==> config.mk <==
export PLATFORM = sky130hd
export DESIGN_NAME = clkout_sched_flat
export DESIGN_NICKNAME = d
export VERILOG_FILES = /design/src/rtl/clkout_sched_pkg.sv /design/src/rtl/clkout_sched_if.sv /design/src/rtl/clkout_sched_phase_cnt.sv /design/src/rtl/clkout_sched.sv /design/src/flat_wrapper.sv
export SDC_FILE = /design/constraint.sdc
export NUM_CORES = 1
export LEC_CHECK = 0
export CAP_MARGIN = 20
export CORE_MARGIN = 2
export CORE_UTILIZATION = 35
export CTS_CLUSTER_DIAMETER = 40
export DETAILED_ROUTE_END_ITERATION = 8
export DONT_BUFFER_PORTS = 1
export HOLD_SLACK_MARGIN = 0.02
export PLACE_DENSITY = 0.56
export REMOVE_ABC_BUFFERS = 1
export SYNTH_ARGS = -nofsm -noshare
export SYNTH_HDL_FRONTEND = slang
export SYNTH_SLANG_ARGS = --single-unit
==> constraint.sdc <==
create_clock -name clk -period 2.5 [get_ports clk]
set_input_delay 0.5 -clock clk [delete_from_list [all_inputs] [get_ports clk]]
set_output_delay 0.5 -clock clk [all_outputs]
set_load 0.01 [all_outputs]
==> src/rtl/clkout_sched_pkg.sv <==
// clkout_sched_pkg: shared types and constants for the clkout_sched burst controller.
//   state_t      : FSM states (IDLE, HIGH, LOW)
//   DIV_MIN      : smallest effective half-period; a div of 0 is promoted to this
//   RST_*        : reset values of the registered outputs
package clkout_sched_pkg;

   typedef enum logic [1:0] {
      ST_IDLE = 2'd0,
      ST_HIGH = 2'd1,
      ST_LOW  = 2'd2
   } state_t;

   localparam int unsigned DIV_MIN      = 1;

   localparam logic        RST_CLKOUT   = 1'b0;
   localparam logic        RST_Q        = 1'b0;
   localparam logic        RST_BUSY     = 1'b0;
   localparam logic        RST_DONE     = 1'b0;
   localparam int unsigned RST_EDGE_CNT = 0;

endpackage

==> src/rtl/clkout_sched_if.sv <==
// clkout_sched_if: request/status bundle between the burst sequencer (master)
// and the clkout_sched block (slave).
//   start, div, nburst, d, [abort]  : master -> slave
//   clkout, q, busy, done, edge_cnt : slave -> master
// Macro CLKOUT_SCHED_ABORT_EN adds the abort request signal.
interface clkout_sched_if #(
   parameter int unsigned DIV_W = 8,
   parameter int unsigned CNT_W = 8
);
   logic             start;
   logic [DIV_W-1:0] div;
   logic [CNT_W-1:0] nburst;
   logic             d;
`ifdef CLKOUT_SCHED_ABORT_EN
   logic             abort;
`endif
   logic             clkout;
   logic             q;
   logic             busy;
   logic             done;
   logic [CNT_W-1:0] edge_cnt;

`ifdef CLKOUT_SCHED_ABORT_EN
   modport master (output start, div, nburst, d, abort,
                   input  clkout, q, busy, done, edge_cnt);
   modport slave  (input  start, div, nburst, d, abort,
                   output clkout, q, busy, done, edge_cnt);
`else
   modport master (output start, div, nburst, d,
                   input  clkout, q, busy, done, edge_cnt);
   modport slave  (input  start, div, nburst, d,
                   output clkout, q, busy, done, edge_cnt);
`endif
endinterface

==> src/rtl/clkout_sched_phase_cnt.sv <==
// clkout_sched_phase_cnt: loadable down-counter timing one HIGH or LOW phase.
//   clk, reset : clock, synchronous active-high reset
//   load       : load load_val this cycle (takes priority over counting)
//   load_val   : phase length minus one
//   tc         : terminal count, high when the counter is at zero
module clkout_sched_phase_cnt #(
   parameter int unsigned DIV_W = 8
) (
   input  logic             clk,
   input  logic             reset,
   input  logic             load,
   input  logic [DIV_W-1:0] load_val,
   output logic             tc
);
   logic [DIV_W-1:0] r_cnt;

   // Count down to zero and park there until reloaded
   always_ff @(posedge clk) begin
      if (reset)               r_cnt <= '0;
      else if (load)           r_cnt <= load_val;
      else if (r_cnt != '0)    r_cnt <= r_cnt - DIV_W'(1);
   end

   assign tc = (r_cnt == '0);
endmodule

==> src/rtl/clkout_sched.sv <==
// clkout_sched: emits a counted burst of derived-clock pulses of programmable
// half-period and captures d into q on every clkout rising edge.
//   clk, reset : clock, synchronous active-high reset
//   sif        : clkout_sched_if slave (start/div/nburst/d in; clkout/q/busy/done/edge_cnt out)
// Macro CLKOUT_SCHED_ABORT_EN enables the abort input that ends a burst early.
module clkout_sched
   import clkout_sched_pkg::*;
#(
   parameter int unsigned DIV_W = 8,
   parameter int unsigned CNT_W = 8
) (
   input  logic           clk,
   input  logic           reset,
   clkout_sched_if.slave  sif
);
   state_t           r_state, w_state_nxt;
   logic [DIV_W-1:0] r_div, w_div_eff, w_load_val;
   logic [CNT_W-1:0] r_nburst, r_edge_cnt, w_edge_nxt;
   logic             r_clkout, r_q, r_busy, r_done;
   logic             w_clkout_nxt, w_q_nxt, w_busy_nxt, w_done_nxt;
   logic             w_load, w_latch, w_tc, w_abort;

`ifdef CLKOUT_SCHED_ABORT_EN
   assign w_abort = sif.abort;
`else
   assign w_abort = 1'b0;
`endif

   // A half-period of zero behaves as the minimum
   assign w_div_eff = (sif.div == '0) ? DIV_W'(DIV_MIN) : sif.div;

   clkout_sched_phase_cnt #(.DIV_W(DIV_W)) u_phase_cnt (
      .clk      (clk),
      .reset    (reset),
      .load     (w_load),
      .load_val (w_load_val),
      .tc       (w_tc)
   );

   // State register
   always_ff @(posedge clk) begin
      if (reset) r_state <= ST_IDLE;
      else        r_state <= w_state_nxt;
   end

   // Next state and next output values
   always_comb begin
      w_state_nxt  = r_state;
      w_clkout_nxt = r_clkout;
      w_q_nxt      = r_q;
      w_busy_nxt   = r_busy;
      w_done_nxt   = 1'b0;
      w_edge_nxt   = r_edge_cnt;
      w_load       = 1'b0;
      w_load_val   = r_div - DIV_W'(1);
      w_latch      = 1'b0;

      case (r_state)
         ST_IDLE: begin
            if (sif.start) begin
               if (sif.nburst != '0) begin
                  w_latch      = 1'b1;
                  w_load       = 1'b1;
                  w_load_val   = w_div_eff - DIV_W'(1);
                  w_state_nxt  = ST_HIGH;
                  w_clkout_nxt = 1'b1;
                  w_q_nxt      = sif.d;
                  w_edge_nxt   = CNT_W'(1);
                  w_busy_nxt   = 1'b1;
               end else begin
                  w_done_nxt   = 1'b1;
                  w_edge_nxt   = '0;
               end
            end
         end
         ST_HIGH: begin
            if (w_tc) begin
               w_load       = 1'b1;
               w_state_nxt  = ST_LOW;
               w_clkout_nxt = 1'b0;
            end
         end
         ST_LOW: begin
            if (w_tc) begin
               // Another edge only while below the target, so edge_cnt saturates
               if (r_edge_cnt < r_nburst) begin
                  w_load       = 1'b1;
                  w_state_nxt  = ST_HIGH;
                  w_clkout_nxt = 1'b1;
                  w_q_nxt      = sif.d;
                  w_edge_nxt   = r_edge_cnt + CNT_W'(1);
               end else begin
                  w_state_nxt  = ST_IDLE;
                  w_busy_nxt   = 1'b0;
                  w_done_nxt   = 1'b1;
               end
            end
         end
         default: w_state_nxt = ST_IDLE;
      endcase

      // Early termination keeps edge_cnt and q as they stand
      if (w_abort && (r_state != ST_IDLE)) begin
         w_state_nxt  = ST_IDLE;
         w_load       = 1'b0;
         w_clkout_nxt = 1'b0;
         w_q_nxt      = r_q;
         w_busy_nxt   = 1'b0;
         w_done_nxt   = 1'b1;
         w_edge_nxt   = r_edge_cnt;
      end
   end

   // Output and burst-parameter registers
   always_ff @(posedge clk) begin
      if (reset) begin
         r_clkout   <= RST_CLKOUT;
         r_q        <= RST_Q;
         r_busy     <= RST_BUSY;
         r_done     <= RST_DONE;
         r_edge_cnt <= CNT_W'(RST_EDGE_CNT);
         r_div      <= DIV_W'(DIV_MIN);
         r_nburst   <= '0;
      end else begin
         r_clkout   <= w_clkout_nxt;
         r_q        <= w_q_nxt;
         r_busy     <= w_busy_nxt;
         r_done     <= w_done_nxt;
         r_edge_cnt <= w_edge_nxt;
         if (w_latch) begin
            r_div    <= w_div_eff;
            r_nburst <= sif.nburst;
         end
      end
   end

   assign sif.clkout   = r_clkout;
   assign sif.q        = r_q;
   assign sif.busy     = r_busy;
   assign sif.done     = r_done;
   assign sif.edge_cnt = r_edge_cnt;
endmodule

==> src/flat_wrapper.sv <==
// flat-port wrapper written by rule: the top's interface ports become plain ports
module clkout_sched_flat import clkout_sched_pkg::*;
#(
   parameter int unsigned DIV_W = 8,
   parameter int unsigned CNT_W = 8
)
  (clk, reset, sif_start, sif_div, sif_nburst, sif_d, sif_clkout, sif_q, sif_busy, sif_done, sif_edge_cnt);
  clkout_sched_if #(.DIV_W(DIV_W), .CNT_W(CNT_W)) sif_i ();
  input  logic clk;
  input  logic reset;
  input wire logic [$bits(sif_i.start)-1:0] sif_start;
  input wire logic [$bits(sif_i.div)-1:0] sif_div;
  input wire logic [$bits(sif_i.nburst)-1:0] sif_nburst;
  input wire logic [$bits(sif_i.d)-1:0] sif_d;
  output wire logic [$bits(sif_i.clkout)-1:0] sif_clkout;
  output wire logic [$bits(sif_i.q)-1:0] sif_q;
  output wire logic [$bits(sif_i.busy)-1:0] sif_busy;
  output wire logic [$bits(sif_i.done)-1:0] sif_done;
  output wire logic [$bits(sif_i.edge_cnt)-1:0] sif_edge_cnt;
  assign sif_i.start = sif_start;
  assign sif_i.div = sif_div;
  assign sif_i.nburst = sif_nburst;
  assign sif_i.d = sif_d;
  assign sif_clkout = sif_i.clkout;
  assign sif_q = sif_i.q;
  assign sif_busy = sif_i.busy;
  assign sif_done = sif_i.done;
  assign sif_edge_cnt = sif_i.edge_cnt;
  clkout_sched #(.DIV_W(DIV_W), .CNT_W(CNT_W)) u_core (.clk(clk), .reset(reset), .sif(sif_i));
endmodule
==> run metrics <==
crit path launch type flip-flop; fmax 466 MHz; I/O Buffers 0; design area 2530 um^2; die width 85.2 um; routability cong. 0.819; # DRC 0; Root Buffer clkbuf_8; Gate Count Post-Synth 283; most frequent cells in the layout nand2_1 (43), dfxtp_1 (38), a21oi_1 (29); max cap viols 0; largest net degree at the start of global routing 40; via-per-instance ratio 5.49; most common cell after layout, fill and taps aside nand2_1; Final setup violation count 0; final wirelength 5510 um; synthesized area 2310 um^2; Detailed Routing Iterations Pass 1 4; Reg power frac 37.0%; power share of the clock group 22.8%; unique cell type count in the Yosys netlist 45; Wirelength per Cell 15.1 um; CTS buffer count 5; Final Skew 0.00866 ns; final period utilization 85.8%; Setup Crit Path Kind reg2reg; pwr/cell area 900 nW/um^2; Fin Setup TNS 0 ns; Chip Height 85.2 um; LEAKAGE 0.994 nW; Crit Path Max Fanout 19; CP endpoint kind flip-flop; vias in the first global route 1914; Cell Rows 29; Filler Cell Count 631; switching pwr 0.865 mW; IO Count 32; P&R area growth vs syn 9.88%; CTS tree yes; Multi-input gate area 1420 um^2; Nets 319; Async S/R FF share, synth 0%; Slew Viols, Final 0; Placement Cell Area 2430 um^2; share of cells above drive strength 1 10.0%; vias post-DR 2011; run status completed; clk slew on worst S/H paths 0.08 ns; CTS resizes 0; Longest Clk Path Bufs 2; gr usage total 16.0%; DPL Wire Length 4040 um; Antenna Violating Nets Remaining 0; Power, Total 2.28 mW; CTS Hold Bufs 0; EDFF count, synth 0; Logic pwr share 40.2%; synth warn 0; worst min-delay path class in2reg; H-tree Lvls 2; initial antenna violation count 0; Max VDD drop 324 uV; WP data required 2.70 ns; cell internal pwr 1.42 mW; n_diodes 0; min cycle time layout 2.15 ns; first-pass GRT wire length 9380 um; Yosys reg bits 38; grt ovf 0; switching part of the total 37.9%; CORE AREA 6350 um^2; Mean Syn Cell Area 8.15 um^2; Sequential Area 761 um^2; main flop type after synthesis dfxtp_1; die footprint 7250 um^2; clk sinks 38; Initial DRC Count 137; Slew Limit Headroom 67.7%; worst slew pin tran 0.479 ns; Post-CTS Setup Repair Bufs 0; Final Hold Viols 0; sequential area share after synthesis 33.0%; Worst EP arrival 2.35 ns; RSZ-0062 raised after global routing false; Initial Utilization 36.3%; worst skew pair latency 0.30 ns
==> per-layer routing <==
metal | vias to the layer above | global-route usage [%] | routed length, um
li1 | 1029 | - | -
met1 | 931 | 22.7 | 2770
met2 | 42 | 23.5 | 2350
met3 | 9 | 3.21 | 293
met4 | 0 | 6.78 | 101
met5 | - | 0 | 0
==> cells by family after synthesis <==
family | share of synthesized area, %
xor+xnor | 4.18
fa+ha+maj | 5.97
mux | 3.47
simple gates | 26.4
flops | 33.0
compound gates | 21.8
buf+inv | 5.26
==> per-stage QoR <==
step	setup slack, ns	utilization (%)	cells	hold slack, ns
after floorplan	0.251	-	269	0.426
after global placement	0.361	38.2	358	0.439
after detailed placement	0.349	38.2	358	0.444
after CTS	0.330	39.9	366	0.262
after global routing	0.147	39.9	366	0.258
final	0.354	39.9	366	0.279
==> path summary, 6_finish.rpt <==
| path | start | end | slack, ns | cells after the start |
|---|---|---|---|---|
| hold reg to reg | u_core.r_nburst[7] | u_core.r_nburst[7] | 0.45 | 2 |
| setup reg to reg | u_core.sif.edge_cnt[6] | u_core.u_phase_cnt.r_cnt[6] | 0.35 | 7 |
| hold / removal | reset | u_core.u_phase_cnt.r_cnt[4] | 0.28 | 1 |
| setup / recovery | u_core.sif.edge_cnt[6] | u_core.u_phase_cnt.r_cnt[6] | 0.35 | 7 |
==> synthesized netlist by cell type, types with 3 or more instances <==
cell type	count	area share [%]
nand2_1	43	7.0
dfxtp_1	38	33
a21oi_1	29	6.3
nor2_1	16	2.6
inv_1	15	2.4
o21ai_0	14	3.0
nand3_1	13	2.8
ha_1	11	6.0
or3_1	10	2.7
clkbuf_1	9	1.5
mux2i_1	8	3.5
or4_1	7	2.3
xnor2_1	6	2.3
nor2b_1	5	1.4
xor2_1	5	1.9
and3_1	4	1.1
buf_2	4	0.87
a21o_1	3	0.98
nor3b_1	3	0.98
nor4_1	3	0.81
o221ai_2	3	2.0
o31ai_1	3	0.98
==> registers in the layout, indices dropped and copies added (netlist names) <==
signal and flops:
u_core.sif.clkout 1, u_core.sif.busy 1, u_core.sif.q 1, u_core.sif.edge_cnt 8
u_core.sif.done 1, u_core.u_phase_cnt.r_cnt 8, u_core.r_state 2, u_core.r_nburst 8
u_core.r_div 8
==> worst max-delay path, cell delays in order (launching register included) <==
cell and delay, ns:
dfxtp_1 0.46, ha_1 0.29, a41oi_1 0.21, a21oi_1 0.12, a2111oi_4 0.36, buf_4 0.29
nor3_1 0.08, a311oi_1 0.24
==> area by class of cell <==
cell class | instances | share of cell area [%]
multi-input cells | 216 | 56.2
clock buffers | 7 | 3.01
clock inverters | 1 | 1.19
repair buffers | 12 | 3.56
inverters | 15 | 2.22
flip-flops and latches | 38 | 30.0
well taps | 77 | 3.80
==> power groups by stage <==
stage	clock (mW)	combinational, mW	sequential [mW]
after CTS	0.535	0.921	0.843
after global routing	0.563	1.03	0.866
final	0.520	0.916	0.845
after floorplan	0	0.721	0.831
after detailed placement	0	0.911	0.856
after global placement	0	0.909	0.854
(Power assumes the default switching activity.)
